==> config.mk <==
export PLATFORM = sky130hd
export DESIGN_NAME = ysyx_25040111_pcctl
export DESIGN_NICKNAME = d
export VERILOG_FILES = /design/src/rtl/ysyx_25040111_pcctl.sv
export SDC_FILE = /design/constraint.sdc
export NUM_CORES = 1
export LEC_CHECK = 0
export ABC_CLOCK_PERIOD_IN_PS = 3600
export BUFFER_PORTS_ARGS = -buffer_cell sky130_fd_sc_hd__buf_2
export CAP_MARGIN = 20
export CORE_ASPECT_RATIO = 0.7
export CORE_MARGIN = 2
export CORE_UTILIZATION = 30
export CTS_CLUSTER_DIAMETER = 80
export DETAILED_ROUTE_END_ITERATION = 8
export GPL_ROUTABILITY_DRIVEN = 0
export PLACE_DENSITY = 0.64
export SYNTH_ARGS = -nofsm -noshare
export SYNTH_HDL_FRONTEND = slang
export SYNTH_SLANG_ARGS = --single-unit
==> constraint.sdc <==
create_clock -name clock -period 3.6 [get_ports clock]
set_input_delay 1.08 -clock clock [delete_from_list [all_inputs] [get_ports clock]]
set_output_delay 1.08 -clock clock [all_outputs]
set_load 0.1 [all_outputs]
==> src/rtl/ysyx_25040111_pcctl.sv <==
// ysyx_25040111_pcctl -- program-counter / fetch sequencing controller.
//
// Runs one instruction at a time through REQ -> WAIT -> DEC -> EXEC and
// back to REQ. It handles sequential advance, jal/jalr/branch redirects
// and the instruction-address-misaligned trap via TRAP.
//
// Ports
//   clock, rst_n          : clock, synchronous active-low reset
//   ifu_req_valid/_ready  : fetch request handshake, address on ifu_req_pc
//   ifu_rsp_valid/_inst   : fetched instruction (taken only while waiting)
//   idu_valid/_ready      : decode handshake, idu_inst / idu_pc
//   exu_done/_jump/_target: execution result and redirect
//   trap_vec              : trap handler address
//   exc_valid/_ack        : misaligned-target trap handshake, exc_pc/exc_tval
//   instret               : 64-bit retired-instruction counter
module ysyx_25040111_pcctl #(
  parameter logic [31:0] RESET_PC = 32'h8000_0000
) (
  input  logic        clock,
  input  logic        rst_n,
  output logic        ifu_req_valid,
  input  logic        ifu_req_ready,
  output logic [31:0] ifu_req_pc,
  input  logic        ifu_rsp_valid,
  input  logic [31:0] ifu_rsp_inst,
  output logic        idu_valid,
  input  logic        idu_ready,
  output logic [31:0] idu_inst,
  output logic [31:0] idu_pc,
  input  logic        exu_done,
  input  logic        exu_jump,
  input  logic [31:0] exu_target,
  input  logic [31:0] trap_vec,
  output logic        exc_valid,
  input  logic        exc_ack,
  output logic [31:0] exc_pc,
  output logic [31:0] exc_tval,
  output logic [63:0] instret
);

  typedef enum logic [2:0] {
    S_IDLE, S_REQ, S_WAIT, S_DEC, S_EXEC, S_TRAP
  } state_e;

  state_e      state_q, state_d;
  logic [31:0] pc_q, pc_d;
  logic [31:0] ir_q, ir_d;
  logic [31:0] exc_pc_q, exc_pc_d;
  logic [31:0] exc_tval_q, exc_tval_d;
  logic [63:0] instret_q, instret_d;

  // jalr semantics: bit0 of the target is always discarded.
  logic [31:0] jump_tgt;
  // Trap vectors are word aligned; the low two bits are dropped.
  logic [31:0] trap_tgt;

  assign jump_tgt = exu_target & 32'hFFFF_FFFE;
  assign trap_tgt = trap_vec   & 32'hFFFF_FFFC;

  always_comb begin
    state_d    = state_q;
    pc_d       = pc_q;
    ir_d       = ir_q;
    exc_pc_d   = exc_pc_q;
    exc_tval_d = exc_tval_q;
    instret_d  = instret_q;
    case (state_q)
      S_IDLE: state_d = S_REQ;
      S_REQ: begin
        if (ifu_req_ready) state_d = S_WAIT;
      end
      S_WAIT: begin
        if (ifu_rsp_valid) begin
          ir_d    = ifu_rsp_inst;
          state_d = S_DEC;
        end
      end
      S_DEC: begin
        if (idu_ready) state_d = S_EXEC;
      end
      S_EXEC: begin
        if (exu_done) begin
          if (!exu_jump) begin
            pc_d      = pc_q + 32'd4;
            instret_d = instret_q + 64'd1;
            state_d   = S_REQ;
          end else if (!jump_tgt[1]) begin
            pc_d      = jump_tgt;
            instret_d = instret_q + 64'd1;
            state_d   = S_REQ;
          end else begin
            // Misaligned target: the jump does not retire and pc stays put
            // until the trap is accepted.
            exc_pc_d   = pc_q;
            exc_tval_d = jump_tgt;
            state_d    = S_TRAP;
          end
        end
      end
      S_TRAP: begin
        if (exc_ack) begin
          pc_d    = trap_tgt;
          state_d = S_REQ;
        end
      end
      default: state_d = S_IDLE;
    endcase
  end

  always_ff @(posedge clock) begin
    if (!rst_n) begin
      state_q    <= S_IDLE;
      pc_q       <= RESET_PC;
      ir_q       <= 32'd0;
      exc_pc_q   <= 32'd0;
      exc_tval_q <= 32'd0;
      instret_q  <= 64'd0;
    end else begin
      state_q    <= state_d;
      pc_q       <= pc_d;
      ir_q       <= ir_d;
      exc_pc_q   <= exc_pc_d;
      exc_tval_q <= exc_tval_d;
      instret_q  <= instret_d;
    end
  end

  // Handshake valids are pure state decodes so they can never glitch on inputs.
  assign ifu_req_valid = (state_q == S_REQ);
  assign idu_valid     = (state_q == S_DEC);
  assign exc_valid     = (state_q == S_TRAP);

  assign ifu_req_pc = pc_q;
  assign idu_pc     = pc_q;
  assign idu_inst   = ir_q;
  assign exc_pc     = exc_pc_q;
  assign exc_tval   = exc_tval_q;
  assign instret    = instret_q;

endmodule
==> out/results.ini, run 1 <==
[worst_setup_path]
cp-end-kind=output pin
setup.worst_path.class=reg2out
cpMostUsedCell=sky130_fd_sc_hd__buf_4
critical_path.cell_chain=nand3b_1 > buf_4 > inv_1 > buf_4 > buf_12
worst_ep_arrival_time_ps=1910
worst_path_bufs_invs=4
required_ps=2520
max_stage_delay_ps=530
critPathSlowestCell=sky130_fd_sc_hd__dfxtp_1
critical_path_peak_fanout=23
cp-start-kind=flop
cp_top_family=buffers and inverters

[sta]
slew_worst_pin_ps=859
rsz0062_at_grt=false
setup_viol_count_final=0
slew_viol_final=0
final_critical_path_setup_slack_ps=609
timing.slew.headroom_pct=42.2
final_hold_violations=0
final_min_period_over_clock_period_pct=83.1
finalClockSkew_ps=11.9
fin_setup_tns_ps=0
achievable-frequency_mhz=334
final_period_minus_worst_setup_slack_ps=2990

[global_route]
grt_pass1_vias=8550
track_usage_pct=20.0
gr_ovfl_total=0
initial_antenna_violation_count=4
grt_start_max_net_pins=91
wire_length_of_the_first_global_routing_pass_um=48700

[floorplanning]
initial_standard_cell_utilization_of_the_core_pct=30.8
design.die.area_sq_um=31300
die_width_um=211
core_sq_um=29100
floorplan.io_pins=331
floorplan.die.height_um=149
floorplan_row_count=52

[pwr]
peakVddDrop_mv=0.286
cellLeakagePower_nw=4.65
p_per_area_nw_per_um2=403
finalPower_mw=4.59

[final_layout]
final.fill_count=3087
total_area_of_multi_input_combinational_cells_sq_um=4590
layout.cells.most_common_list=319 x sky130_fd_sc_hd__buf_2, 238 x sky130_fd_sc_hd__nand2_1, 190 x sky130_fd_sc_hd__dfxtp_1, 158 x sky130_fd_sc_hd__a21oi_1, 55 x sky130_fd_sc_hd__nor2_1
final_common_cell=sky130_fd_sc_hd__buf_2
final_cell_count_no_fill=1816
final-seq-area_sq_um=3800
final_nets=1531
syn2layout_area_growth_pct=26.8
drive_gt1_share_pct=27.7

[clock_tree]
cts-htree-levels=4
numClockSinks=190
holdBufCountCts=0
ctsLongestPathBuffers=2
resized_after_cts=0
cts_setup_buffers=0
clk_root_buffer_cell=sky130_fd_sc_hd__clkbuf_16
cts.reportedPaths.clkPinSlew_ps=70
clk_latency_ps=450
cts-buffers-inserted=17
cts_tree=yes

[detailed_routing]
met2_length_um=13800
wl_um=32000
top_signal_layer_used=met5
detail_route.vias_per_cell=5.23
ant_nets=0
drtPass1Iterations=7
remaining_drc_errors=0
detail_route.wl_per_cell_um=17.6
detailedRoute.firstIterationViolations=715
wl_met1_um=15100
num_vias=9505
routed-wl-met3_um=2500

[synth]
share_of_async_settable_or_async_resettable_flops_after_synthesis_pct=0
ys_top_cells_by_area=sky130_fd_sc_hd__dfxtp_1 42%, sky130_fd_sc_hd__nand2_1 10%, sky130_fd_sc_hd__a21oi_1 8.8%
synth_warnings=0
postSynth.topFlopCell=sky130_fd_sc_hd__dfxtp_1
synth_top_cell_by_area=sky130_fd_sc_hd__dfxtp_1
postSynthAreaPerCell_sq_um=7.72
netlist-cell-type-count=60
yosysSeqAreaShare_pct=42.4
mappedNetlistArea_sq_um=8970
synth-seq-cells=190
netlist.area_leader.share_pct=42.4
synth_edf_count=0
synthCells=1162

[flow_run]
drv.max_cap_violation_count=0

[placed_design]
port_buffer_cells=320
preCtsSetupSlack_ps=425
numPlacedInstances=1783
place_hpwl_um=23500

[worst_hold_path]
min_path_type=reg2reg

[status]
status=completed

per-stage QoR:
stage	hold slack [ps]	utilization, %	cell area, sq um
after global placement	439	37.0	10800
final	450	39.0	11400
after detailed placement	444	37.0	10800
after floorplan	635	-	9000
after CTS	454	39.0	11400
after global routing	468	39.0	11400
final cells by class:
cell class,count,area share (%)
Antenna cell,1,0.0220
Clock buffer,17,3.74
Clock inverter,14,1.37
Inverter,17,0.605
Multi-Input combinational cell,849,40.3
Sequential cell,190,33.4
Tap cell,378,4.16
Timing Repair Buffer,350,16.4
worst register-to-register path, stage by stage, from the launching register on:
cell,delay (ps)
sky130_fd_sc_hd__dfxtp_1,500
sky130_fd_sc_hd__nand3_1,410
sky130_fd_sc_hd__or4_1,830
sky130_fd_sc_hd__or4_1,570
sky130_fd_sc_hd__xor2_1,170
sky130_fd_sc_hd__o311ai_2,200
where the power goes:
part,internal (mW),switching [mW]
logic,0.113,0.380
registers,2.12,0.0249
clock network,1.04,0.912
total,3.27,1.32
per-layer routing:
| metal | global-route usage (%) | vias to the layer above |
|---|---|---|
| li1 | - | 4597 |
| met1 | 28.3 | 4483 |
| met2 | 29.7 | 382 |
| met3 | 5.74 | 39 |
| met4 | 5.32 | 4 |
| met5 | 0 | - |
synth_stat cells, types with 2 or more instances:
cell type	instances
sky130_fd_sc_hd__nand2_1	238
sky130_fd_sc_hd__dfxtp_1	190
sky130_fd_sc_hd__a21oi_1	158
sky130_fd_sc_hd__clkbuf_1	68
sky130_fd_sc_hd__nor2_1	57
sky130_fd_sc_hd__nand3_1	47
sky130_fd_sc_hd__o21ai_0	44
sky130_fd_sc_hd__nand4_1	43
sky130_fd_sc_hd__buf_4	37
sky130_fd_sc_hd__or3_1	32
sky130_fd_sc_hd__xor2_1	21
sky130_fd_sc_hd__nor3_1	20
sky130_fd_sc_hd__xnor2_1	19
sky130_fd_sc_hd__nor4_1	17
sky130_fd_sc_hd__inv_1	16
sky130_fd_sc_hd__and3_1	15
sky130_fd_sc_hd__o21ai_1	14
sky130_fd_sc_hd__o211ai_1	13
sky130_fd_sc_hd__and4_1	9
sky130_fd_sc_hd__or4_1	9
sky130_fd_sc_hd__a31oi_1	6
sky130_fd_sc_hd__o21a_1	6
sky130_fd_sc_hd__a211oi_1	5
sky130_fd_sc_hd__buf_2	5
sky130_fd_sc_hd__mux2i_1	5
sky130_fd_sc_hd__a21boi_0	4
sky130_fd_sc_hd__nand2b_1	4
sky130_fd_sc_hd__o31ai_1	4
sky130_fd_sc_hd__o32ai_1	4
sky130_fd_sc_hd__a2111oi_0	3
sky130_fd_sc_hd__a211o_1	3
sky130_fd_sc_hd__a21o_1	3
sky130_fd_sc_hd__a221oi_1	3
sky130_fd_sc_hd__o221ai_1	3
sky130_fd_sc_hd__o22ai_1	3
sky130_fd_sc_hd__o31a_1	3
sky130_fd_sc_hd__a22o_1	2
sky130_fd_sc_hd__and2_1	2
sky130_fd_sc_hd__ha_1	2
sky130_fd_sc_hd__nand4_4	2
sky130_fd_sc_hd__nor2b_1	2
sky130_fd_sc_hd__nor3b_1	2
sky130_fd_sc_hd__nor4_2	2
registers in the layout, indices dropped and copies added (netlist names):
register / flops
instret: 64
idu_inst: 32
exc_tval: 31
exc_pc: 30
idu_pc: 30
state_q: 3
final timing paths:
check | startpoint | end | slack [ps] | cells after the start
max | state_q[2] | exc_valid | 610 | 5
min | exc_tval[29] | exc_tval[29] | 450 | 2
max reg2reg | idu_pc[7] | idu_pc[31] | 830 | 5
min reg2reg | exc_tval[29] | exc_tval[29] | 450 | 2
kinds of logic after synthesis:
logic type               count (synthesis)  synth area share (%)
AO/OA/AOI/OAI                          288                  18.4
XOR/XNOR                                40                  3.90
adder cells (fa/ha/maj)                  2                 0.279
buffers and inverters                  129                  7.10
flip-flops                             190                  42.4
multiplexers                             5                 0.558
other                                    1                0.0418
AND/OR/NAND/NOR                        507                  27.3
Note: power is estimated with default switching activity, not from simulation.
==> inputs of run 2 (changes only) <==
ABC_AREA = 1   (was unset)
ABC_CLOCK_PERIOD_IN_PS = 2870   (was 3600)
PLACE_DENSITY = 0.63   (was 0.64)
clock period = 2.87 ns   (was 3.6 ns; I/O delays follow)
==> out/results.ini, run 2 <==
[status]
status=completed

[detailed_routing]
top_signal_layer_used=met4
wl_met1_um=18600
ant_nets=0
num_vias=11200
met2_length_um=14900
detail_route.vias_per_cell=4.91
remaining_drc_errors=0
detail_route.wl_per_cell_um=16.8
wl_um=38500
drtPass1Iterations=7
detailedRoute.firstIterationViolations=1117
routed-wl-met3_um=4330

[final_layout]
utilization_pct=37.5
largest_register_ffs=64
drive_gt1_share_pct=22.3
syn2layout_area_growth_pct=24.2
layout.cells.most_common_list=348 x sky130_fd_sc_hd__nand2_1, 319 x sky130_fd_sc_hd__buf_2, 270 x sky130_fd_sc_hd__nor2_1, 190 x sky130_fd_sc_hd__dfxtp_1, 178 x sky130_fd_sc_hd__inv_1
final_common_cell=sky130_fd_sc_hd__nand2_1
diodes=0
final_nets=1947

[pwr]
cellLeakagePower_nw=5.71
p_per_area_nw_per_um2=597
peakVddDrop_mv=0.315

[synth]
netlist-cell-type-count=41
ys_top_cells_by_count=348 x sky130_fd_sc_hd__nand2_1, 271 x sky130_fd_sc_hd__nor2_1, 190 x sky130_fd_sc_hd__dfxtp_1
synth_warnings=0
postSynthAreaPerCell_sq_um=6.40
yosysSeqAreaShare_pct=37.9
synth_edf_count=0
share_of_async_settable_or_async_resettable_flops_after_synthesis_pct=0
ys_top_cells_by_area=sky130_fd_sc_hd__dfxtp_1 38%, sky130_fd_sc_hd__nand2_1 13%, sky130_fd_sc_hd__nor2_1 10%
mappedNetlistArea_sq_um=10000
post-synth-top-count-cell=sky130_fd_sc_hd__nand2_1
synth_top_cell_by_area=sky130_fd_sc_hd__dfxtp_1
synthCells=1568
postSynth.topFlopCell=sky130_fd_sc_hd__dfxtp_1
netlist.area_leader.share_pct=37.9
synth-seq-cells=190

[floorplanning]
initial_standard_cell_utilization_of_the_core_pct=30.2
die_width_um=223
core_sq_um=33200
floorplan.die.height_um=157
floorplan.io_pins=331
floorplan_row_count=56
design.die.area_sq_um=35000

[worst_setup_path]
required_ps=2010
timing.critical_path.from=state_q[1]
worst_ep_arrival_time_ps=1790
cp-end-kind=output pin
critical_path_peak_fanout=6
cp-start-kind=flop
setup.worst_path.class=reg2out
worstReg2RegStart=instret[0]

[placed_design]
place_hpwl_um=30100
preCtsSetupSlack_ps=330
port_buffer_cells=320

[global_route]
gr_ovfl_total=0
grt_pass1_vias=9721
initial_antenna_violation_count=1
wire_length_of_the_first_global_routing_pass_um=57000
grt_start_max_net_pins=92
track_usage_pct=21.4

[clock_tree]
clk_latency_ps=450
holdBufCountCts=0
cts_tree=yes
cts_setup_buffers=0
cts-htree-levels=4
cts-buffers-inserted=17
resized_after_cts=0
clk_root_buffer_cell=sky130_fd_sc_hd__clkbuf_16
cts.reportedPaths.clkPinSlew_ps=80
numClockSinks=190
ctsLongestPathBuffers=2

[sta]
fin_worst_hold_slack_ps=441
timing.slew.headroom_pct=53.9
final_hold_violations=0
rsz0062_at_grt=false
finalClockSkew_ps=8.71
setup_viol_count_final=0
achievable-frequency_mhz=378
final_min_period_over_clock_period_pct=92.2
slew_worst_pin_ps=690
final_period_minus_worst_setup_slack_ps=2650
final_critical_path_setup_slack_ps=223
slew_viol_final=0
fin_setup_tns_ps=0

[worst_hold_path]
min_path_type=reg2reg
holdCritStartpoint=idu_inst[31]

[flow_run]
drv.max_cap_violation_count=0

[run 2: worst max-delay path, stage by stage (launching register included)]
cell,delay (ps)
sky130_fd_sc_hd__dfxtp_1,500
sky130_fd_sc_hd__inv_2,80
sky130_fd_sc_hd__nor3_2,270
sky130_fd_sc_hd__buf_2,490
[run 2: final timing paths]
| check | to | slack [ps] | cells after the start |
|---|---|---|---|
| worst max register to register | instret[44] | 620 | 10 |
| worst max-delay path | idu_valid | 220 | 3 |
| worst min-delay path | idu_inst[31] | 440 | 2 |
| worst min register to register | idu_inst[31] | 440 | 2 |
[run 2: per-layer routing]
layer	global-route usage, %	vias to the layer above
met5	0	-
met3	6.78	41
met4	6.17	0
li1	-	5501
met1	31.8	5135
met2	28.9	558
[run 2: cell type report]
| class | instances | area, sq um |
|---|---|---|
| Sequential cell | 190 | 3800 |
| Multi-Input combinational cell | 1104 | 5050 |
| Clock buffer | 18 | 439 |
| Inverter | 186 | 698 |
| Clock inverter | 14 | 128 |
| Fill cell | 3618 | 20700 |
| Timing Repair Buffer | 342 | 1810 |
| Tap cell | 435 | 544 |
[run 2: stage by stage]
step / instance area, sq um / total power [mW] / cells
2_1_floorplan: 10100 / 4.74 / 1574
3_3_place_gp: 11900 / 5.11 / 2256
3_5_place_dp: 11900 / 5.14 / 2256
4_1_cts: 12400 / 7.50 / 2288
5_1_grt: 12500 / 7.73 / 2289
6_report: 12500 / 7.44 / 2289
[run 2: cell families (layout without fill, tap and decap cells)]
family / Yosys count / count (layout) / share of synthesized area [%]
AO/OA/AOI/OAI: 301 / 301 / 15.5
XOR/XNOR: 16 / 16 / 1.40
adder cells (fa/ha/maj): 2 / 2 / 0.249
buffers and inverters: 280 / 560 / 12.3
flip-flops: 190 / 190 / 37.9
other: 1 / 7 / 0.0373
AND/OR/NAND/NOR: 778 / 778 / 32.6
[run 2: report_power, final]
group | total (mW) | switching (mW) | internal [mW]
clock network | 2.35 | 1.19 | 1.17
registers | 2.93 | 0.154 | 2.78
logic | 2.16 | 1.80 | 0.356
==> inputs of run 3 (changes only) <==
--- a/config.mk
+++ b/config.mk
@@ -6,5 +6,4 @@
 export NUM_CORES = 1
 export LEC_CHECK = 0
-export ABC_AREA = 1
 export ABC_CLOCK_PERIOD_IN_PS = 2870
 export BUFFER_PORTS_ARGS = -buffer_cell sky130_fd_sc_hd__buf_2
@@ -16,5 +15,5 @@
 export DETAILED_ROUTE_END_ITERATION = 8
 export GPL_ROUTABILITY_DRIVEN = 0
-export PLACE_DENSITY = 0.63
+export PLACE_DENSITY = 0.64
 export SYNTH_ARGS = -nofsm -noshare
 export SYNTH_HDL_FRONTEND = slang
==> constraint.sdc (replaced) <==
create_clock -name clock -period 2.87 [get_ports clock]
set_input_delay 0.1435 -clock clock [delete_from_list [all_inputs] [get_ports clock]]
set_output_delay 0.1435 -clock clock [all_outputs]
set_load 0.1 [all_outputs]
==> out/results.ini, run 3 (synthesis gave the netlist of run 1 again) <==
[clock_tree]
cts_setup_buffers=0
cts-htree-levels=4
resized_after_cts=0
clk_latency_ps=460
holdBufCountCts=72
ctsLongestPathBuffers=2
cts-buffers-inserted=17
cts_tree=yes
clk_root_buffer_cell=sky130_fd_sc_hd__clkbuf_16
numClockSinks=190
cts.reportedPaths.clkPinSlew_ps=80

[pwr]
p_clk_share_pct=42.0
switching_power_mw=1.73
netSwitchingFraction_pct=29.5
power_frac_comb_pct=12.0
cellLeakagePower_nw=4.95
sequentialPowerShare_pct=46.0
p_per_area_nw_per_um2=482
internal_power_mw=4.12
peakVddDrop_mv=0.332

[sta]
setup_viol_count_final=0
achievable-frequency_mhz=384
final_critical_path_setup_slack_ps=269
rsz0062_at_grt=false
slew_viol_final=0
slew_worst_pin_ps=640
finalClockSkew_ps=13.1
final_min_period_over_clock_period_pct=90.6
final_period_minus_worst_setup_slack_ps=2600
timing.slew.headroom_pct=57.4
fin_setup_tns_ps=0
fin_worst_hold_slack_ps=44.6
final_hold_violations=0

[worst_setup_path]
required_ps=3240
r2r_setup_slack_ps=270
setup.worst_path.class=reg2reg
critical_path_peak_fanout=11
cp-end-kind=flop
regToRegEndpoint=instret[50]
cp-start-kind=flop
worst_ep_arrival_time_ps=2970
worstReg2RegStart=state_q[2]
worst_r2r_path_depth=6

[worst_hold_path]
holdCritStartpoint=trap_vec[7]
min_path_type=in2reg
timing.hold.worst_path_depth=3
hold-path-endpoint=idu_pc[7]

[global_route]
grt-busiest-layer=met2
initial_antenna_violation_count=3
grtUsageMet3_pct=5.07
wire_length_of_the_first_global_routing_pass_um=50300
track_usage_pct=20.7
use_met1_pct=28.8
grt_pass1_vias=9019
grt_start_max_net_pins=90
groute.layer.met2.usage_pct=31.3
gr_ovfl_total=0

[detailed_routing]
wl_um=33300
num_vias=9806
detail_route.wl_per_cell_um=17.6
detail_route.vias_per_cell=5.19
detailedRoute.firstIterationViolations=572
ant_nets=0
drtPass1Iterations=5
remaining_drc_errors=0

[final_layout]
layout.cells.most_common_list=319 x sky130_fd_sc_hd__buf_2, 238 x sky130_fd_sc_hd__nand2_1, 170 x sky130_fd_sc_hd__dfxtp_1, 158 x sky130_fd_sc_hd__a21oi_1, 72 x sky130_fd_sc_hd__dlygate4sd3_1
final.fill_count=2955
drive_gt1_share_pct=27.5
largest_register_ffs=64
syn2layout_area_growth_pct=35.2
final_common_cell=sky130_fd_sc_hd__buf_2
final_cell_count_no_fill=1888
final_nets=1600

[floorplanning]
floorplan.die.height_um=149
floorplan.io_pins=331
floorplan_row_count=52
core_sq_um=29100
design.die.area_sq_um=31300
initial_standard_cell_utilization_of_the_core_pct=30.8
die_width_um=211

[placed_design]
numPlacedInstances=1780
preCtsSetupSlack_ps=257
port_buffer_cells=320
place_hpwl_um=23600

[status]
status=completed

[flow_run]
drv.max_cap_violation_count=0

run 3: worst max-delay path by stage:
stage,from,endpoint,slack [ps],cells after the start
global placement,state_q[2],instret[50],320,6
floorplan,instret[19],instret[35],20,5
global route,state_q[2],instret[62],2,6
finish,state_q[2],instret[50],270,6
CTS,state_q[2],instret[50],230,6
detailed placement,state_q[2],instret[50],260,6
run 3: area by class of cell:
cell class | instances | area (sq um) | share of cell area (%)
Clock inverter | 14 | 145 | 1.20
Timing Repair Buffer | 419 | 2580 | 21.3
Antenna cell | 3 | 7.51 | 0.0619
Multi-Input combinational cell | 849 | 4580 | 37.8
Inverter | 17 | 68.8 | 0.567
Clock buffer | 18 | 439 | 3.62
Tap cell | 378 | 473 | 3.90
Sequential cell | 190 | 3830 | 31.6
run 3: metal layers:
layer,up-vias,share of wire [%]
met2,374,44
li1,4738,-
met1,4657,47
met3,37,6.9
met4,0,1.8
met5,-,0
run 3: per-stage QoR:
| step | power [mW] | utilization, % | area [sq um] |
|---|---|---|---|
| after floorplan | 3.19 | - | 9020 |
| after CTS | 5.90 | 41.5 | 12100 |
| final | 5.84 | 41.6 | 12100 |
| after global placement | 3.36 | 37.1 | 10800 |
| after global routing | 6.05 | 41.6 | 12100 |
| after detailed placement | 3.37 | 37.1 | 10800 |
run 3: power by group through the flow:
stage | logic, mW | clock network (mW) | registers (mW)
after global routing | 0.739 | 2.62 | 2.69
after CTS | 0.692 | 2.52 | 2.69
after global placement | 0.610 | 0 | 2.75
final | 0.699 | 2.46 | 2.69
after floorplan | 0.308 | 0 | 2.88
after detailed placement | 0.615 | 0 | 2.75
run 3: worst max-delay path, stage by stage (launching register included):
cell	delay [ps]
sky130_fd_sc_hd__dfxtp_1	520
sky130_fd_sc_hd__nor4bb_1	240
sky130_fd_sc_hd__buf_4	210
sky130_fd_sc_hd__and4_1	450
sky130_fd_sc_hd__nand4_1	450
sky130_fd_sc_hd__or3_1	480
sky130_fd_sc_hd__a21oi_1	150
